**src/rtl/ks_add_sequencer.sv**
```systemverilog
// rtl/ks_add_sequencer.sv - multi-precision add/sub sequencer driving one external W-bit Kogge-Stone adder (optional out_zero via KS_ADD_SEQ_ZERO_FLAG_EN)
module ks_add_sequencer #(
  parameter int W     = 16,
  parameter int WORDS = 4
) (
  input  logic               clk,
  input  logic               rst_n,
  input  logic               in_valid,
  output logic               in_ready,
  input  logic [WORDS*W-1:0] in_a,
  input  logic [WORDS*W-1:0] in_b,
  input  logic               in_sub,
  output logic               out_valid,
  input  logic               out_ready,
  output logic [WORDS*W-1:0] out_sum,
  output logic               out_cout,
  output logic               out_ovf,
  output logic [W-1:0]       ks_a,
  output logic [W-1:0]       ks_b,
  output logic               ks_cin,
  input  logic [W-1:0]       ks_sum,
  input  logic               ks_cout,
  output logic               busy
`ifdef KS_ADD_SEQ_ZERO_FLAG_EN
  ,output logic              out_zero
`endif
);

  localparam int IW = (WORDS > 1) ? $clog2(WORDS) : 1;
  localparam logic [IW-1:0] LAST = IW'(WORDS - 1);

  typedef enum logic [1:0] {
    IDLE = 2'd0,
    RUN  = 2'd1,
    DONE = 2'd2
  } state_t;

  state_t             state, next_state;
  logic [WORDS*W-1:0] a_reg;
  logic [WORDS*W-1:0] b_reg;   // B already inverted for subtract
  logic               carry;
  logic [IW-1:0]      idx;
  logic               last_slice;

  assign last_slice = (idx == LAST);

  // State register
  always_ff @(posedge clk or negedge rst_n) begin
    if (!rst_n) state <= IDLE;
    else        state <= next_state;
  end

  // Next-state decode, handshake outputs and adder slice drive
  always_comb begin
    next_state = state;
    in_ready   = 1'b0;
    out_valid  = 1'b0;
    busy       = 1'b1;
    ks_a       = '0;
    ks_b       = '0;
    ks_cin     = 1'b0;
    case (state)
      IDLE: begin
        in_ready = 1'b1;
        busy     = 1'b0;
        if (in_valid) next_state = RUN;
      end
      RUN: begin
        ks_a   = a_reg[idx*W +: W];
        ks_b   = b_reg[idx*W +: W];
        ks_cin = carry;
        if (last_slice) next_state = DONE;
      end
      DONE: begin
        out_valid = 1'b1;
        if (out_ready) next_state = IDLE;
      end
      default: next_state = IDLE;
    endcase
  end

  // Operand capture on accept, then one slice result and carry per RUN cycle
  always_ff @(posedge clk or negedge rst_n) begin
    if (!rst_n) begin
      a_reg    <= '0;
      b_reg    <= '0;
      carry    <= 1'b0;
      idx      <= '0;
      out_sum  <= '0;
      out_cout <= 1'b0;
      out_ovf  <= 1'b0;
    end else begin
      case (state)
        IDLE: begin
          if (in_valid) begin
            a_reg <= in_a;
            b_reg <= in_b ^ {(WORDS*W){in_sub}};
            carry <= in_sub;
            idx   <= '0;
          end
        end
        RUN: begin
          out_sum[idx*W +: W] <= ks_sum;
          carry               <= ks_cout;
          if (last_slice) begin
            idx      <= '0;
            out_cout <= ks_cout;
            // Top slice operands are the operand sign bits
            out_ovf  <= (ks_a[W-1] == ks_b[W-1]) & (ks_sum[W-1] != ks_a[W-1]);
          end else begin
            idx <= idx + 1'b1;
          end
        end
        default: ;
      endcase
    end
  end

`ifdef KS_ADD_SEQ_ZERO_FLAG_EN
  logic zero_acc;

  // Sticky all-zero tracking across slices, published with the final slice
  always_ff @(posedge clk or negedge rst_n) begin
    if (!rst_n) begin
      zero_acc <= 1'b0;
      out_zero <= 1'b0;
    end else begin
      if (state == IDLE && in_valid) begin
        zero_acc <= 1'b1;
      end else if (state == RUN) begin
        zero_acc <= zero_acc & ~|ks_sum;
        if (last_slice) out_zero <= zero_acc & ~|ks_sum;
      end
    end
  end
`endif

endmodule

```
**config.mk**
```make
export PLATFORM = sky130hd
export DESIGN_NAME = ks_add_sequencer
export DESIGN_NICKNAME = d
export VERILOG_FILES = /design/src/rtl/ks_add_sequencer.sv
export SDC_FILE = /design/constraint.sdc
export NUM_CORES = 1
export LEC_CHECK = 0
export CAP_MARGIN = 20
export CORE_ASPECT_RATIO = 2
export CORE_MARGIN = 5
export CORE_UTILIZATION = 48
export CTS_CLUSTER_DIAMETER = 60
export DETAILED_ROUTE_END_ITERATION = 16
export PLACE_DENSITY = 0.81
export SETUP_SLACK_MARGIN = 0.4
export SYNTH_ARGS = -nofsm -noshare
export SYNTH_HDL_FRONTEND = slang
export SYNTH_SLANG_ARGS = --single-unit
```
**constraint.sdc**
```tcl
create_clock -name clk -period 2.4 [get_ports clk]
set_input_delay 0.48 -clock clk [delete_from_list [all_inputs] [get_ports clk]]
set_output_delay 0.48 -clock clk [all_outputs]
set_load 0.02 [all_outputs]
```
After elaboration in Yosys (flattened, before gate mapping)
Cells that the tools add are included.
{"block": "classes", "add_sub_neg": 2, "n_eq_ne": 8, "shifts": 4, "n_mux": 16, "bitwise_logic": 2, "reduce_logical": 6}
{"op": "variable part select 64 x 7 -> 16 bit", "count": 2}
{"op": "bitwise mux 64 bit", "count": 1}
{"op": "variable shift 16 x 34 -> 64 bit (first input constant)", "count": 1}
{"op": "variable part select 16 x 34 -> 64 bit", "count": 1}
{"op": "bitwise XOR 64 bit", "count": 1}
{"op": "negation 6 -> 34 bit", "count": 1}
{"op": "2-to-1 mux 16 bit", "count": 2}
{"op": "2-to-1 mux 2 bit", "count": 5}
{"op": "inequality test 2 bit (second input constant)", "count": 3}
{"op": "case mux 2 bit (3 select lines)", "count": 1}
{"op": "AND reduction 2 bit", "count": 3}
{"op": "2-to-1 mux 1 bit", "count": 5}
{"op": "== test 2 bit (second input constant)", "count": 2}
{"op": "case mux 2 bit (2 select lines)", "count": 1}
{"op": "AND reduction 3 bit", "count": 1}
{"op": "adder 2 x 1 -> 2 bit (second input constant)", "count": 1}
{"op": "== test 2 x 1 -> 1 bit (second input constant)", "count": 1}
{"op": "logical NOT 2 bit", "count": 1}
{"op": "case mux 1 bit (2 select lines)", "count": 1}
{"op": "nonzero test 2 bit", "count": 1}
{"op": "bitwise AND 1 bit", "count": 1}
{"op": "== test 1 bit", "count": 1}
{"op": "inequality test 1 bit", "count": 1}
{"block": "totals", "ff_bits": 199, "output_inout_bits": 102, "elab_cells": 46}

Logic depth before layout (Yosys ltp)
Gate-level depths: netlist of the first run.
{"block": "depth", "word_depth": 4, "depth_mapped": 9}

Worst setup path before layout of the first run
OpenSTA, ideal clock, no wires.
{"block": "synth_timing", "path_type": "register to register", "startpoint": "reg idx[1]", "endpoint": "reg out_sum[53]", "setup_ps": 66, "arrival_ps": 2099, "t_required_ps": 2334, "slack_ps": 235, "path_stages_with_launch": 9, "n_path_buf": 3, "period_less_slack_ps": 2165, "path_cell_list": "dfrtp_1 -> clkbuf_1 -> buf_2 -> inv_1 -> ha_1 -> or2_2 -> nor4_4 -> buf_4 -> a22o_1"}
{"block": "synth_via", "elab_chain_len": 3, "elab_cells_between_ends": 4}
{"item": "from (decl)", "line": "42", "source": "logic [IW-1:0] idx;"}
{"item": "from (signal assigned)", "line": "111", "source": "idx <= idx + 1'b1;"}
{"item": "negation 6 -> 34 bit *", "line": "103", "source": "out_sum[idx*W +: W] <= ks_sum;"}
{"item": "variable part select 16 x 34 -> 64 bit or variable shift 16 x 34 -> 64 bit (tied branches)", "line": "103"}
{"item": "bitwise mux 64 bit *", "line": "103"}
{"item": "to (signal, indexed assignment)", "line": "103"}
{"item": "to (decl)", "line": "15", "source": "output logic [WORDS*W-1:0] out_sum,"}
Mark *: on every way between the ends. The rest lies on a longest branch, timed or not.
A chain may end at the register's enable or synchronous reset.

Worst setup path in the final report of the first run
{"block": "layout_timing", "startpoint": "reg idx[0]", "endpoint": "out ks_a[4]"}
{"block": "layout_via", "elab_chain_len": 2}
{"item": "variable part select 64 x 7 -> 16 bit", "line": "69", "source": "ks_a = a_reg[idx*W +: W];"}
{"item": "2-to-1 mux 16 bit", "line": "62", "source": "case (state)"}
{"item": "to (decl)", "line": "18", "source": "output logic [W-1:0] ks_a,"}
Every way passes these cells.

==> impl_metrics.sql, run 1 <==
INSERT INTO impl_metrics (metric_group, metric, value, unit) VALUES
('timing', 'final_hold_viol_count', '0', ''),
('status', 'violated_checks', 'setup timing', ''),
('detailed_routing', 'final_antenna_net_count', '0', ''),
('clock_network', 'clockRootBuffer', 'sky130_fd_sc_hd__clkbuf_16', ''),
('timing', 'final.setup.worst_slack', '-0.116', 'ns'),
('logic_synthesis', 'post_synth_inst_count', '878', ''),
('placed_design', 'detailed_place.area', '12000', 'um^2'),
('timing', 'timing_max_transition_violations_final', '0', ''),
('critical_path', 'crit_path_end_kind', 'output port', ''),
('detailed_routing', 'route.vias.total', '7271', ''),
('critical_path', 'cpLargestDelayFamily', 'buffers and inverters', ''),
('floorplan', 'core.rowCount', '71', ''),
('global_route', 'initial_antenna_violation_count', '0', ''),
('placed_design', 'globalplace.congestion', '0.884', ''),
('logic_synthesis', 'synth_fp_nets', '1033', ''),
('power_and_ir_drop', 'vdd.ir_drop.worst', '0.649', 'mV'),
('placed_design', 'placed_cells', '1355', ''),
('detailed_routing', 'drt_wl_total', '25.6', 'mm'),
('timing', 'clock_skew', '0.00805', 'ns'),
('timing', 'finalSetupViolations', '26', ''),
('power_and_ir_drop', 'leakage', '5.78', 'nW'),
('power_and_ir_drop', 'clkPwrFrac', '0.163', ''),
('critical_path', 'crit-reg2reg-launch', 'idx[0]', ''),
('cells_and_area', 'postLayoutCoreUtil', '0.687', ''),
('critical_path', 'cp_slowest_stage_delay', '0.48', 'ns'),
('global_route', 'largest_net_degree_at_the_start_of_global_routing', '92', ''),
('detailed_routing', 'drt-pass1-iter-count', '4', ''),
('global_route', 'grt_first_pass_wirelength', '39.6', 'mm'),
('detailed_routing', 'route.detailed.drc', '0', ''),
('global_route', 'overflow', '0', ''),
('global_route', 'grt_pass1_vias', '7620', ''),
('timing', 'grt_setup_unrepaired', 'true', ''),
('placed_design', 'numPortBuffers', '251', ''),
('status', 'run_status', 'finished with violations', ''),
('global_route', 'total_global_routing_track_utilization', '0.234', ''),
('critical_path', 'startpoint', 'idx[0]', ''),
('clock_network', 'cts_inserted_buffers', '17', ''),
('timing', 'min_period_over_period', '1.05', ''),
('critical_path', 'timing.critical_path.slowest_stage_cell', 'sky130_fd_sc_hd__mux4_2', ''),
('power_and_ir_drop', 'power_frac_comb', '0.505', ''),
('cells_and_area', 'layout.cell_area.non_filler', '12900', 'um^2'),
('floorplan', 'die_width', '107', 'um'),
('timing', 'timing.slew.headroom', '0.676', ''),
('timing', 'period_minus_slack', '2.52', 'ns'),
('cells_and_area', 'drive_gt1_frac', '0.171', ''),
('logic_synthesis', 'async_flop_share', '1.00', ''),
('floorplan', 'core_area', '18700', 'um^2'),
('logic_synthesis', 'yosys_warnings', '0', ''),
('clock_network', 'h-tree-depth', '4', ''),
('power_and_ir_drop', 'netSwitchingFraction', '0.379', ''),
('floorplan', 'die_height', '205', 'um'),
('flow_run', 'max_cap_viol_count', '0', ''),
('logic_synthesis', 'synthTopCellsByArea', 'sky130_fd_sc_hd__dfrtp_1 (55%), sky130_fd_sc_hd__nand2_1 (13%), sky130_fd_sc_hd__mux4_2 (7.9%)', ''),
('critical_path', 'ff_to_ff_path_depth', '8', ''),
('clock_network', 'clock_sink_count', '199', ''),
('power_and_ir_drop', 'cell_internal_pwr', '0.0108', 'W'),
('power_and_ir_drop', 'power.sequential.fraction', '0.332', ''),
('clock_network', 'clk-insertion-delay-late', '0.43', 'ns'),
('critical_path', 'cp.arrival', '2.04', 'ns'),
('power_and_ir_drop', 'power.net_switching', '0.00659', 'W'),
('logic_synthesis', 'most_common_cell_in_the_netlist', 'sky130_fd_sc_hd__nand2_1', ''),
('logic_synthesis', 'post-synth-top-area-cell', 'sky130_fd_sc_hd__dfrtp_1', ''),
('critical_path', 'cpMostUsedCell', 'sky130_fd_sc_hd__buf_6', ''),
('worst_hold_path', 'hp-class', 'in2reg', ''),
('logic_synthesis', 'synth_area_per_cell', '10.4', 'um^2'),
('detailed_routing', 'drt_iter0_drc', '287', ''),
('floorplan', 'floorplan.die_area', '22000', 'um^2'),
('logic_synthesis', 'yosys_top_cell_area_share', '0.548', ''),
('logic_synthesis', 'flip_flop_and_latch_count_after_synthesis', '199', ''),
('clock_network', 'path_clk_slew', '0.07', 'ns'),
('floorplan', 'initial_core_util', '0.485', '');
through the flow:
stage	power [W]	hold WS, ns
after floorplan	0.0104	0.184
after global placement	0.0135	0.408
after detailed placement	0.0138	0.410
after CTS	0.0169	0.456
after global routing	0.0184	0.466
final	0.0174	0.470
placed cells by master (no fill, tap or decap), drive strengths merged, types with 2 or more instances in the layout:
master         instances
a22o                  32
and2                  32
buf                   86
clkbuf                20
clkdlybuf4s50        213
clkinv                 3
clkinvlp               3
dfrtp                199
ha                     5
inv                   13
mux4                  32
nand2                322
nand2b                 3
nand3b                 3
nor2                   2
o21ai                 98
o31ai                  3
or2                    2
xnor2                 64
worst min path at each step:
stage | startpoint | endpoint | depth (start not counted)
detailed placement | rst_n | b_reg[35] | 1
finish | in_sub | carry | 3
global route | in_sub | carry | 3
floorplan | rst_n | a_reg[0] | 0
global placement | rst_n | b_reg[35] | 1
CTS | in_sub | carry | 3
metal layers:
| layer | share of wire | track usage |
|---|---|---|
| met5 | 0 | 0 |
| met4 | 0.056 | 0.134 |
| met3 | 0.047 | 0.0391 |
| met2 | 0.54 | 0.418 |
| met1 | 0.36 | 0.258 |
power groups by stage:
stage	Sequential [W]	Clock [W]	Combinational (W)
floorplan	0.00608	0	0.00429
global placement	0.00574	0	0.00778
detailed placement	0.00581	0	0.00797
CTS	0.00577	0.00289	0.00826
global route	0.00595	0.00303	0.00944
finish	0.00578	0.00283	0.00878
timing repair:
| item | in CTS | in global routing |
|---|---|---|
| gates resized for setup | 205 | 70 |
| gates cloned | 1 | 2 |
| pin swaps | 1 | 11 |
| endpoints found under the setup margin | 100 | 97 |
| hold buffers | 1 | 0 |
| endpoints found under the hold margin | 34 | 0 |
| setup buffers | 12 | 2 |
kinds of logic after synthesis:
group                    count (synthesis)  share of synthesized area
AND/OR/NAND/NOR                        374                      0.173
buffers and inverters                   68                     0.0411
adder cells (fa/ha/maj)                  5                    0.00688
flip-flops                             199                      0.548
XOR/XNOR                                64                     0.0616
multiplexers                            33                     0.0805
AO/OA/AOI/OAI                          135                     0.0890
worst reg2reg max path, stage by stage, from the launching register on:
cell and delay, ns:
sky130_fd_sc_hd__dfrtp_2 0.46, sky130_fd_sc_hd__buf_12 0.17, sky130_fd_sc_hd__buf_6 0.15, sky130_fd_sc_hd__inv_2 0.09, sky130_fd_sc_hd__ha_4 0.31, sky130_fd_sc_hd__nor4b_4 0.36, sky130_fd_sc_hd__buf_6 0.20, sky130_fd_sc_hd__nand2_1 0.05
sky130_fd_sc_hd__o21ai_0 0.16
area by class of cell:
type                       count  area, um^2
sequential                   199        4980
tap                          255         319
multi-input combinational    611        3880
timing repair buffer         302        3090
fill                        1388        5860
clock inverter                14         140
inverter                       6        22.5
antenna                        1        2.50
clock buffer                  18         439
(Power assumes the default switching activity.)
==> run 2: changes to the inputs <==
- SETUP_SLACK_MARGIN: 0.4 -> default
==> impl_metrics.sql, run 2 (synthesized netlist as in run 1, its figures left out) <==
INSERT INTO impl_metrics (metric_group, metric, value, unit) VALUES
('floorplan', 'die_height', '205', 'um'),
('floorplan', 'core.rowCount', '71', ''),
('cells_and_area', 'fillerInstances', '1364', ''),
('power_and_ir_drop', 'netSwitchingFraction', '0.379', ''),
('detailed_routing', 'routedWlPerCell', '18.0', 'um'),
('timing', 'hold-worst-slack', '0.471', 'ns'),
('global_route', 'grt_pass1_vias', '7459', ''),
('timing', 'clock_skew', '0.0104', 'ns'),
('floorplan', 'die_width', '107', 'um'),
('timing', 'achievable-frequency', '0.409', 'GHz'),
('detailed_routing', 'route.vias.total', '7196', ''),
('clock_network', 'clock_sink_count', '199', ''),
('timing', 'grt_setup_unrepaired', 'true', ''),
('critical_path', 'critical_path.startpoint_type', 'register', ''),
('floorplan', 'ports_placed_on_the_boundary', '252', ''),
('critical_path', 'critPathMaxFanout', '6', ''),
('power_and_ir_drop', 'report.power.total', '0.0172', 'W'),
('power_and_ir_drop', 'p_per_cell_area', '1340', 'nW/um^2'),
('cells_and_area', 'final_cell_mix', 'sky130_fd_sc_hd__nand2_1 (321), sky130_fd_sc_hd__clkdlybuf4s50_1 (215), sky130_fd_sc_hd__dfrtp_1 (197)', ''),
('critical_path', 'crit_path_end_kind', 'output port', ''),
('worst_hold_path', 'min_delay_worst_endpoint', 'a_reg[38]', ''),
('critical_path', 'cp.arrival', '1.97', 'ns'),
('global_route', 'total_global_routing_track_utilization', '0.232', ''),
('detailed_routing', 'final_antenna_net_count', '0', ''),
('timing', 'min_period_over_period', '1.02', ''),
('power_and_ir_drop', 'cell_internal_pwr', '0.0107', 'W'),
('critical_path', 'crit-reg2reg-launch', 'idx[0]', ''),
('cells_and_area', 'postLayoutCoreUtil', '0.685', ''),
('placed_design', 'globalplace.congestion', '0.851', ''),
('clock_network', 'h-tree-depth', '4', ''),
('cells_and_area', 'regArea', '4980', 'um^2'),
('detailed_routing', 'drt-pass1-iter-count', '4', ''),
('clock_network', 'clockRootBuffer', 'sky130_fd_sc_hd__clkbuf_16', ''),
('power_and_ir_drop', 'power_frac_comb', '0.498', ''),
('global_route', 'overflow', '0', ''),
('power_and_ir_drop', 'clkPwrFrac', '0.166', ''),
('floorplan', 'core_area', '18700', 'um^2'),
('detailed_routing', 'route.detailed.drc', '0', ''),
('power_and_ir_drop', 'power.sequential.fraction', '0.335', ''),
('cells_and_area', 'layout.cells.most_common', 'sky130_fd_sc_hd__nand2_1', ''),
('worst_hold_path', 'hp-class', 'reg2reg', ''),
('global_route', 'initial_antenna_violation_count', '3', ''),
('power_and_ir_drop', 'leakage', '5.76', 'nW'),
('critical_path', 'crit-reg2reg-capture', 'out_sum[52]', ''),
('cells_and_area', 'finish.net_count', '1288', ''),
('floorplan', 'initial_core_util', '0.485', ''),
('timing', 'timing_max_transition_violations_final', '0', ''),
('critical_path', 'ff_to_ff_path_depth', '9', ''),
('placed_design', 'numPortBuffers', '251', ''),
('worst_hold_path', 'worstHoldStart', 'a_reg[38]', ''),
('critical_path', 'worst-r2r-setup-slack', '0.13', 'ns'),
('cells_and_area', 'area_growth', '41.2', '%'),
('detailed_routing', 'avgViaCountPerCell', '5.13', ''),
('cells_and_area', 'drive_gt1_frac', '0.159', ''),
('flow_run', 'max_cap_viol_count', '0', ''),
('timing', 'period_minus_slack', '2.45', 'ns'),
('critical_path', 'worstPathRequired', '1.92', 'ns'),
('clock_network', 'path_clk_slew', '0.07', 'ns'),
('timing', 'timing.slew.headroom', '0.655', ''),
('timing', 'finalSetupViolations', '19', ''),
('cells_and_area', 'multiInputGateArea', '3840', 'um^2'),
('floorplan', 'floorplan.die_area', '22000', 'um^2'),
('timing', 'fin_tns_setup', '-0.446', 'ns'),
('clock_network', 'cts_inserted_buffers', '17', ''),
('clock_network', 'cts_tree', 'done', ''),
('global_route', 'largest_net_degree_at_the_start_of_global_routing', '67', ''),
('timing', 'final_hold_viol_count', '0', ''),
('global_route', 'grt_first_pass_wirelength', '39.1', 'mm'),
('critical_path', 'worst-setup-path-type', 'reg2out', ''),
('timing', 'final.setup.worst_slack', '-0.0454', 'ns'),
('power_and_ir_drop', 'power.net_switching', '0.00652', 'W'),
('worst_hold_path', 'cell_count_of_the_worst_hold_path', '2', ''),
('timing', 'tightestPinTransition', '0.518', 'ns'),
('detailed_routing', 'drt_iter0_drc', '340', ''),
('detailed_routing', 'drt_wl_total', '25.3', 'mm'),
('status', 'run_status', 'finished with violations', ''),
('power_and_ir_drop', 'vdd.ir_drop.worst', '0.706', 'mV'),
('status', 'violated_checks', 'setup timing', ''),
('clock_network', 'clk-insertion-delay-late', '0.43', 'ns'),
('placed_design', 'detailed_place_hpwl', '18.2', 'mm'),
('clock_network', 'cts-root-to-sink-buffers', '2', '');
==> run 2: changes by cell type in the layout (fill, tap and decap cells not counted), moves of 4 or more <==
cell and delta:
sky130_fd_sc_hd__o21ai_0 +20, sky130_fd_sc_hd__o21ai_1 -15, sky130_fd_sc_hd__buf_6 -9, sky130_fd_sc_hd__clkbuf_2 +5
sky130_fd_sc_hd__o21ai_2 -5, sky130_fd_sc_hd__buf_12 +4, sky130_fd_sc_hd__buf_2 -4, sky130_fd_sc_hd__buf_4 -4
==> run 2: critical path, stage by stage (launching register included) <==
cell                      delay [ns]
sky130_fd_sc_hd__dfrtp_2        0.45
sky130_fd_sc_hd__buf_12         0.15
sky130_fd_sc_hd__buf_8          0.10
sky130_fd_sc_hd__mux4_2         0.52
sky130_fd_sc_hd__and2_4         0.18
sky130_fd_sc_hd__buf_6          0.13
==> run 2: per-layer routing <==
| metal | vias to the layer above | part of all wire | global-route usage |
|---|---|---|---|
| met5 | - | 0 | 0 |
| met4 | 0 | 0.052 | 0.132 |
| met1 | 3490 | 0.35 | 0.252 |
| met3 | 66 | 0.048 | 0.0360 |
| met2 | 238 | 0.55 | 0.422 |
| li1 | 3402 | - | - |
==> run 2: final cells by class <==
type                    instances  share of cell area
clock inverters                15              0.0125
diodes                          3            0.000585
flip-flops and latches        199               0.388
inverters                       6             0.00205
repair buffers                298               0.240
multi-input cells             611               0.299
clock buffers                  17              0.0331
well taps                     255              0.0249
==> run 2: worst max path at each step <==
stage | startpoint | to | slack (ns) | depth (start not counted)
3_5_place_dp | idx[0] | ks_a[15] | 0.05 | 4
2_1_floorplan | idx[1] | out_sum[53] | 0.24 | 8
6_report | idx[0] | ks_a[15] | -0.05 | 5
5_1_grt | idx[0] | ks_b[12] | -0.12 | 5
3_3_place_gp | idx[0] | ks_b[12] | 0.07 | 4
4_1_cts | idx[0] | ks_b[12] | -0.16 | 4
==> run 2: power groups by stage <==
stage	Clock [W]	Combinational, W	Sequential, W
after floorplan	0	0.00428	0.00608
after global placement	0	0.00774	0.00574
after detailed placement	0	0.00792	0.00581
after CTS	0.00291	0.00779	0.00577
after global routing	0.00305	0.00926	0.00594
final	0.00286	0.00857	0.00577
==> run 2: metrics by stage <==
step / setup WS, ns / instances / instance area, um^2
2_1_floorplan: 0.235 / 878 / 9090
6_report: -0.0454 / 1404 / 12800
4_1_cts: -0.161 / 1389 / 12500
3_5_place_dp: 0.0483 / 1352 / 12000
3_3_place_gp: 0.0677 / 1352 / 12000
5_1_grt: -0.122 / 1404 / 12800
==> run 2: timing repair <==
item | CTS | global route
hold buffers | 1 | 0
buffers inserted | 4 | 12
endpoints found under the hold margin | 42 | 0
pin swaps | 0 | 4
setup endpoints to repair | 34 | 84
cloned | 0 | 1
gates resized for setup | 123 | 95
